$ cat src/rtl/trail_iir_stream.sv
// Trail filter stream stage: merges a history pixel and a camera pixel under one of
// four runtime modes, in a 3-stage valid/ready pipeline with a per-frame hit counter.
module trail_iir_stream #(
    parameter int                   CHANNELS      = 3,
    parameter int                   CH_WIDTH      = 8,
    parameter int                   FRAC_BITS     = 16,
    parameter logic [FRAC_BITS-1:0] DEFAULT_DECAY = 16'hFAE1,
    parameter int                   COUNT_WIDTH   = 24
) (
    input  logic                         clk_in,
    input  logic                         rst_in,
    input  logic [1:0]                   mode_in,
    input  logic [CH_WIDTH-1:0]          threshold_in,
    input  logic [FRAC_BITS-1:0]         decay_in,
    input  logic                         in_valid,
    output logic                         in_ready,
    input  logic                         in_sof,
    input  logic                         in_eof,
    input  logic [CHANNELS*CH_WIDTH-1:0] history_in,
    input  logic [CHANNELS*CH_WIDTH-1:0] camera_in,
    output logic                         out_valid,
    input  logic                         out_ready,
    output logic                         out_sof,
    output logic                         out_eof,
    output logic [CHANNELS*CH_WIDTH-1:0] update_out,
    output logic [COUNT_WIDTH-1:0]       trail_count_out,
    output logic                         count_valid_out
);
    localparam int W  = CH_WIDTH;
    localparam int F  = FRAC_BITS;
    localparam int PW = CHANNELS * CH_WIDTH;
    localparam int MW = CH_WIDTH + FRAC_BITS + 1;
    localparam int YW = CH_WIDTH + 9;

    localparam logic [1:0] MODE_PASS      = 2'd0;
    localparam logic [1:0] MODE_MASK      = 2'd1;
    localparam logic [1:0] MODE_MAX_TRAIL = 2'd2;
    localparam logic [1:0] MODE_BLEND     = 2'd3;

    // Handshake: a transfer happens on a rising edge where valid && ready. Every stage
    // advances together on en, so a stalled output freezes the whole pipe and in_ready drops.
    logic en;
    logic accept;
    assign en       = !out_valid || out_ready;
    assign in_ready = en;
    assign accept   = in_valid && en;

    logic [1:0]   cfg_mode, eff_mode;
    logic [W-1:0] cfg_thr, eff_thr;
    logic [F-1:0] cfg_decay, eff_decay;
    logic         take_cfg;

    // The sof pixel itself already runs with the freshly presented configuration.
    assign take_cfg  = in_valid && in_sof;
    assign eff_mode  = take_cfg ? mode_in      : cfg_mode;
    assign eff_thr   = take_cfg ? threshold_in : cfg_thr;
    assign eff_decay = take_cfg ? decay_in     : cfg_decay;

    always_ff @(posedge clk_in or posedge rst_in) begin
        if (rst_in) begin
            cfg_mode  <= MODE_PASS;
            cfg_thr   <= '0;
            cfg_decay <= DEFAULT_DECAY;
        end else if (accept && in_sof) begin
            cfg_mode  <= mode_in;
            cfg_thr   <= threshold_in;
            cfg_decay <= decay_in;
        end
    end

    logic          s1_valid, s1_sof, s1_eof;
    logic [1:0]    s1_mode;
    logic [W-1:0]  s1_thr;
    logic [F-1:0]  s1_decay;
    logic [PW-1:0] s1_hist, s1_cam;

    always_ff @(posedge clk_in or posedge rst_in) begin
        if (rst_in) begin
            s1_valid <= 1'b0;
            s1_sof   <= 1'b0;
            s1_eof   <= 1'b0;
            s1_mode  <= MODE_PASS;
            s1_thr   <= '0;
            s1_decay <= '0;
            s1_hist  <= '0;
            s1_cam   <= '0;
        end else if (en) begin
            s1_valid <= in_valid;
            s1_sof   <= in_valid && in_sof;
            s1_eof   <= in_valid && in_eof;
            s1_mode  <= eff_mode;
            s1_thr   <= eff_thr;
            s1_decay <= eff_decay;
            s1_hist  <= history_in;
            s1_cam   <= camera_in;
        end
    end

    logic [W-1:0] yh, yc;

    if (CHANNELS == 3) begin : g_luma_rgb
        logic [YW-1:0] sum_h, sum_c;
        assign sum_h = YW'(77) * YW'(s1_hist[3*W-1:2*W]) + YW'(150) * YW'(s1_hist[2*W-1:W])
                     + YW'(29) * YW'(s1_hist[W-1:0]);
        assign sum_c = YW'(77) * YW'(s1_cam[3*W-1:2*W]) + YW'(150) * YW'(s1_cam[2*W-1:W])
                     + YW'(29) * YW'(s1_cam[W-1:0]);
        assign yh = W'(sum_h >> 8);
        assign yc = W'(sum_c >> 8);
    end else begin : g_luma_mono
        assign yh = s1_hist;
        assign yc = s1_cam;
    end

    logic [PW-1:0] dec_px, blend_px;

    // Full-width products; the weighted sum never exceeds (2^W-1)*2^F, so truncation is exact.
    for (genvar i = 0; i < CHANNELS; i++) begin : g_ch
        logic [MW-1:0] h, c, inv, hd, bl;
        assign h   = MW'(s1_hist[i*W +: W]);
        assign c   = MW'(s1_cam[i*W +: W]);
        assign inv = (MW'(1) << F) - MW'(s1_decay);
        assign hd  = h * MW'(s1_decay);
        assign bl  = hd + c * inv;
        assign dec_px[i*W +: W]   = W'(hd >> F);
        assign blend_px[i*W +: W] = W'(bl >> F);
    end

    logic          s2_valid, s2_sof, s2_eof;
    logic [1:0]    s2_mode;
    logic [W-1:0]  s2_thr, s2_yh, s2_yc;
    logic [PW-1:0] s2_cam, s2_dec, s2_blend;

    always_ff @(posedge clk_in or posedge rst_in) begin
        if (rst_in) begin
            s2_valid <= 1'b0;
            s2_sof   <= 1'b0;
            s2_eof   <= 1'b0;
            s2_mode  <= MODE_PASS;
            s2_thr   <= '0;
            s2_yh    <= '0;
            s2_yc    <= '0;
            s2_cam   <= '0;
            s2_dec   <= '0;
            s2_blend <= '0;
        end else if (en) begin
            s2_valid <= s1_valid;
            s2_sof   <= s1_sof;
            s2_eof   <= s1_eof;
            s2_mode  <= s1_mode;
            s2_thr   <= s1_thr;
            s2_yh    <= yh;
            s2_yc    <= yc;
            s2_cam   <= s1_cam;
            s2_dec   <= dec_px;
            s2_blend <= blend_px;
        end
    end

    logic [PW-1:0] sel_px;
    logic          sel_hit;

    always_comb begin
        sel_px  = s2_cam;
        sel_hit = 1'b0;
        case (s2_mode)
            MODE_MASK: begin
                sel_hit = s2_yc > s2_thr;
                sel_px  = sel_hit ? s2_cam : '0;
            end
            MODE_MAX_TRAIL: begin
                sel_hit = (s2_yh > s2_yc) && (s2_yh > s2_thr);
                sel_px  = sel_hit ? s2_dec : s2_cam;
            end
            MODE_BLEND: sel_px = s2_blend;
            default: ;
        endcase
    end

    logic out_hit;

    always_ff @(posedge clk_in or posedge rst_in) begin
        if (rst_in) begin
            out_valid  <= 1'b0;
            out_sof    <= 1'b0;
            out_eof    <= 1'b0;
            update_out <= '0;
            out_hit    <= 1'b0;
        end else if (en) begin
            out_valid  <= s2_valid;
            out_sof    <= s2_sof;
            out_eof    <= s2_eof;
            update_out <= sel_px;
            out_hit    <= s2_valid && sel_hit;
        end
    end

    logic [COUNT_WIDTH-1:0] run_count, count_base, count_next;

    // An sof restarts the count even when the previous frame never delivered its eof.
    always_comb begin
        count_base = out_sof ? '0 : run_count;
        count_next = count_base;
        if (out_hit && (count_base != '1)) count_next = count_base + COUNT_WIDTH'(1);
    end

    always_ff @(posedge clk_in or posedge rst_in) begin
        if (rst_in) begin
            run_count       <= '0;
            trail_count_out <= '0;
            count_valid_out <= 1'b0;
        end else begin
            count_valid_out <= 1'b0;
            if (out_valid && out_ready) begin
                if (out_eof) begin
                    trail_count_out <= count_next;
                    count_valid_out <= 1'b1;
                    run_count       <= '0;
                end else begin
                    run_count <= count_next;
                end
            end
        end
    end
endmodule

$ cat config.mk
export PLATFORM = sky130hd
export DESIGN_NAME = trail_iir_stream
export DESIGN_NICKNAME = d
export VERILOG_FILES = /design/src/rtl/trail_iir_stream.sv
export SDC_FILE = /design/constraint.sdc
export NUM_CORES = 2
export LEC_CHECK = 0
export ABC_AREA = 1
export ABC_CLOCK_PERIOD_IN_PS = 15300
export BUFFER_PORTS_ARGS = -buffer_cell sky130_fd_sc_hd__buf_2
export CAP_MARGIN = 10
export CORE_UTILIZATION = 35
export CTS_BUF_LIST = sky130_fd_sc_hd__clkbuf_4 sky130_fd_sc_hd__clkbuf_8
export DETAILED_ROUTE_END_ITERATION = 10
export HOLD_SLACK_MARGIN = 0.02
export PLACE_DENSITY = 0.52
export SETUP_SLACK_MARGIN = 0.4
export SLEW_MARGIN = 20
export SYNTH_ARGS = -nofsm -noshare
export SYNTH_HDL_FRONTEND = slang
export SYNTH_SLANG_ARGS = --single-unit
$ cat constraint.sdc
create_clock -name clk_in -period 15.3 [get_ports clk_in]
set_input_delay 1.53 -clock clk_in [delete_from_list [all_inputs] [get_ports clk_in]]
set_output_delay 1.53 -clock clk_in [all_outputs]
set_load 0.005 [all_outputs]
==> results by stage <==
Synth:
- The mean instance size in the synthesized netlist is 7.55 um^2.
- In this run, distinct cell masters in the synthesized netlist total 50.
- The cell type with the highest aggregate area in the netlist is fa_1.
- The share of async-settable or async-resettable flops after synthesis is 1.00.
- The post-synthesis cell area is 0.0472 mm^2.
- The number of warnings issued by yosys is 0.
- The synthesized design contains 281 register bits.
- By area the synthesized netlist is led by fa_1, dfrtp_1, nand2_1, ha_1, inv_1.
- Of the synthesized area, sequential elements account for 0.149.
- The share of the synthesized area in the top cell type is 0.294.
- The most frequently used flop master after synthesis is dfrtp_1.
- The number of nets in the synthesized netlist is 7490.
- Synthesis produced 6255 cells.
- In this run, synthesis inferred 0 flip-flops with an integrated enable.

Clock tree:
- Once the clock tree was built, the resizer swapped 0 gates to a different size.
- The H-tree generated during clock tree synthesis spans 2 levels.
- For this design, the CTS-stage hold fixing added 0 buffers.
- TritonCTS built the clock tree.
- Buffers inserted during clock tree synthesis total 54.
- The buffer type at the clock tree root is clkbuf_8.
- The later pin in the worst-skew pair is clocked with a latency of 0.73 ns.
- The clock net in this run drives a total of 281 sinks.
- The clock slew at the register clock pins of the worst setup and hold paths is 0.08 ns.
- The maximum root-to-sink buffer count is 3.
- The number of setup buffers added after CTS is 0.

STA:
- The post-route fraction of the period consumed by the critical path is 0.556.
- Setup repair after global routing left no endpoint under its margin.
- The clock skew is 0.0417 ns.
- The slew at the pin closest to its max-slew limit is 1.17 ns.
- Setup violations remaining at the end of the flow were counted as 0.
- The worst pin sits at a relative slew slack of 0.220.
- The minimum clock period after layout is 8.51 ns.
- The maximum clock frequency is 118 MHz.
- The final hold violation count is 0.
- The final-layout setup total negative slack is 0 ns.
- The count of pins over their slew limit was 0.

Layout:
- The leading cell type in the layout, fill and taps excluded is nand2_1.
- The library cells used most frequently in the layout, excluding fill and tap cells, are nand2_1, inv_1, fa_1.
- With fillers left out, the area of the finished cells amounts to 0.0508 mm^2.
- The fraction of final layout cells sized beyond drive strength 1 is 0.0581.
- The final layout contains 7490 nets.
- The area growth from synthesis to layout is 7.60%.

Critical path:
- STA classifies the critical path startpoint as a flop.
- The critical path arrival is 9.11 ns.
- STA puts the critical path data required time at 15.91 ns.
- The type of the worst setup path is flop to flop.
- The largest single stage delay on the critical path is 1.03 ns.
- The worst setup path is captured at a flop.
- The largest individual stage delay along the critical path comes from the cell dfrtp_1.
- The highest fanout seen on the critical path is 21.

Outcome:
- The checks that failed: design-rule violations.
- The run finished, with violations left.

Die:
- The floorplan core area is 0.134 mm^2.
- In this run the core area contains 134 standard-cell rows.
- The area of the die is 0.136 mm^2.
- The initial utilization of the core area, before any placement, comes to 0.353.
- In this run the horizontal extent of the chip is 369 um.
- The vertical die dimension is 369 um.
- In this run the count of I/O pins placed on the die edge is 133.

Global route:
- The first global-routing pass estimated 243 mm of wire.
- The total overflow left after global routing is 0.
- Entering global routing, the biggest net connects 112 pins.
- For this run, the total global-route usage over all layers was measured as 0.232.
- The via count of the first global-routing pass came to 41700.
- The number of antenna violations at the first check in global routing is 5.

Hold path:
- The worst min-delay path class is flop to flop.

Placement:
- Routability-driven placement finished with a final weighted congestion of 0.919.
- In this run the cell area measured after placement is 0.0495 mm^2.
- The count of buffers from port buffering is 132.
- The placed wire-length estimate after detailed placement is 123 mm.

Drt:
- The number of antenna-violating nets in the routed design is 0.
- The detail-routed via count per cell is 4.89.
- The detail-routed net length per standard cell is 19.1 um.
- The DRC violation count after routing is 59.
- The first TritonRoute pass finished after 11 iterations.
- After the first detailed-routing iteration, the DRC count stood at 2654.
- After detailed routing, the total wire length is 154 mm.
- The final route contains 39400 vias.

Run:
- Across the run, the number of max-cap violations was 0.
-- sequential cells by signal, summed over array words and instances, names as in the netlist, 24 cells and up --
signal	flops
s2_blend	24
s1_hist	24
run_count	24
s2_cam	24
s2_dec	24
update_out	24
s1_cam	24
trail_count_out	24
-- metrics by stage --
stage          setup slack (ns)   util  hold slack (ns)  std cells
6_report                   6.79  0.380            0.477       8072
5_1_grt                    6.06  0.380            0.503       8070
4_1_cts                    6.72  0.380            0.484       8069
3_5_place_dp               6.78  0.371            0.468       7967
3_3_place_gp               6.81  0.371            0.460       7967
2_1_floorplan              6.04      -            0.449       6255
-- path summary, 6_finish.rpt --
check / slack [ns] / start / end / cells after the start
setup / recovery: 6.79 / s1_hist[2]$_DFFE_PP0N_ / s2_blend[7]$_DFFE_PP0N_ / 33
hold / removal: 0.48 / trail_count_out[8]$_DFFE_PP0P_ / trail_count_out[8]$_DFFE_PP0P_ / 2
setup reg to reg: 6.79 / s1_hist[2]$_DFFE_PP0N_ / s2_blend[7]$_DFFE_PP0N_ / 33
hold reg to reg: 0.48 / trail_count_out[8]$_DFFE_PP0P_ / trail_count_out[8]$_DFFE_PP0P_ / 2
max in group asynchronous: 11.22 / rst_in / s1_cam[8]$_DFFE_PP0N_ / 5
min in group asynchronous: 0.98 / rst_in / trail_count_out[12]$_DFFE_PP0P_ / 2
-- logic make-up after synthesis --
logic type | share of synthesized area
flip-flops | 0.149
adder cells (fa/ha/maj) | 0.416
XOR/XNOR | 0.0187
AO/OA/AOI/OAI | 0.0651
buffers and inverters | 0.141
AND/OR/NAND/NOR | 0.209
-- synth_stat cells (3+ instances only) --
library cell	number
buf_1	19
o21ai_1	16
nor2_4	3
or2_2	15
nand3_1	251
o221ai_1	24
nand2_2	15
nand2_1	1554
xor2_1	62
o21a_1	9
buf_4	6
a21oi_1	198
o21ai_0	229
inv_1	1508
nand3b_1	18
o21bai_1	19
and2_1	5
nor2_2	14
clkbuf_1	191
buf_2	21
ha_1	463
xnor2_1	39
dfstp_2	10
a21o_1	19
o211ai_1	4
fa_1	692
a31oi_1	20
nor2_1	409
inv_2	3
a21boi_0	5
buf_6	4
nor3_1	29
a211oi_1	7
nor4_1	4
dfrtp_1	271
nand4_1	82
-- per-layer routing --
| metal | up-vias | wire length (um) | GRT usage |
|---|---|---|---|
| met5 | - | 13 | 0 |
| met4 | 2 | 4870 | 0.0676 |
| met3 | 190 | 6940 | 0.0216 |
| met2 | 913 | 74800 | 0.407 |
| met1 | 19600 | 67400 | 0.301 |
| li1 | 18700 | - | - |
-- critical path: cells and delay by family (launching register included) --
family / cells / cell delay (ns)
flops: 1 / 1.03
buf+inv: 7 / 0.41
fa+ha+maj: 10 / 4.55
xor+xnor: 1 / 0.52
simple gates: 10 / 0.94
compound gates: 5 / 0.91
-- cell type report --
type / instances / area, um^2
diodes: 3 / 7.51
clock buffers: 81 / 1010
well taps: 1768 / 2210
multi-input cells: 4219 / 33500
flip-flops and latches: 281 / 7050
clock inverters: 21 / 244
repair buffers: 185 / 1060
inverters: 1514 / 5700
fillers: 14000 / 82800
Power is left out: the tool's default activity adds up to more than one toggle a clock period on the data nets, which glitch-free logic cannot reach.
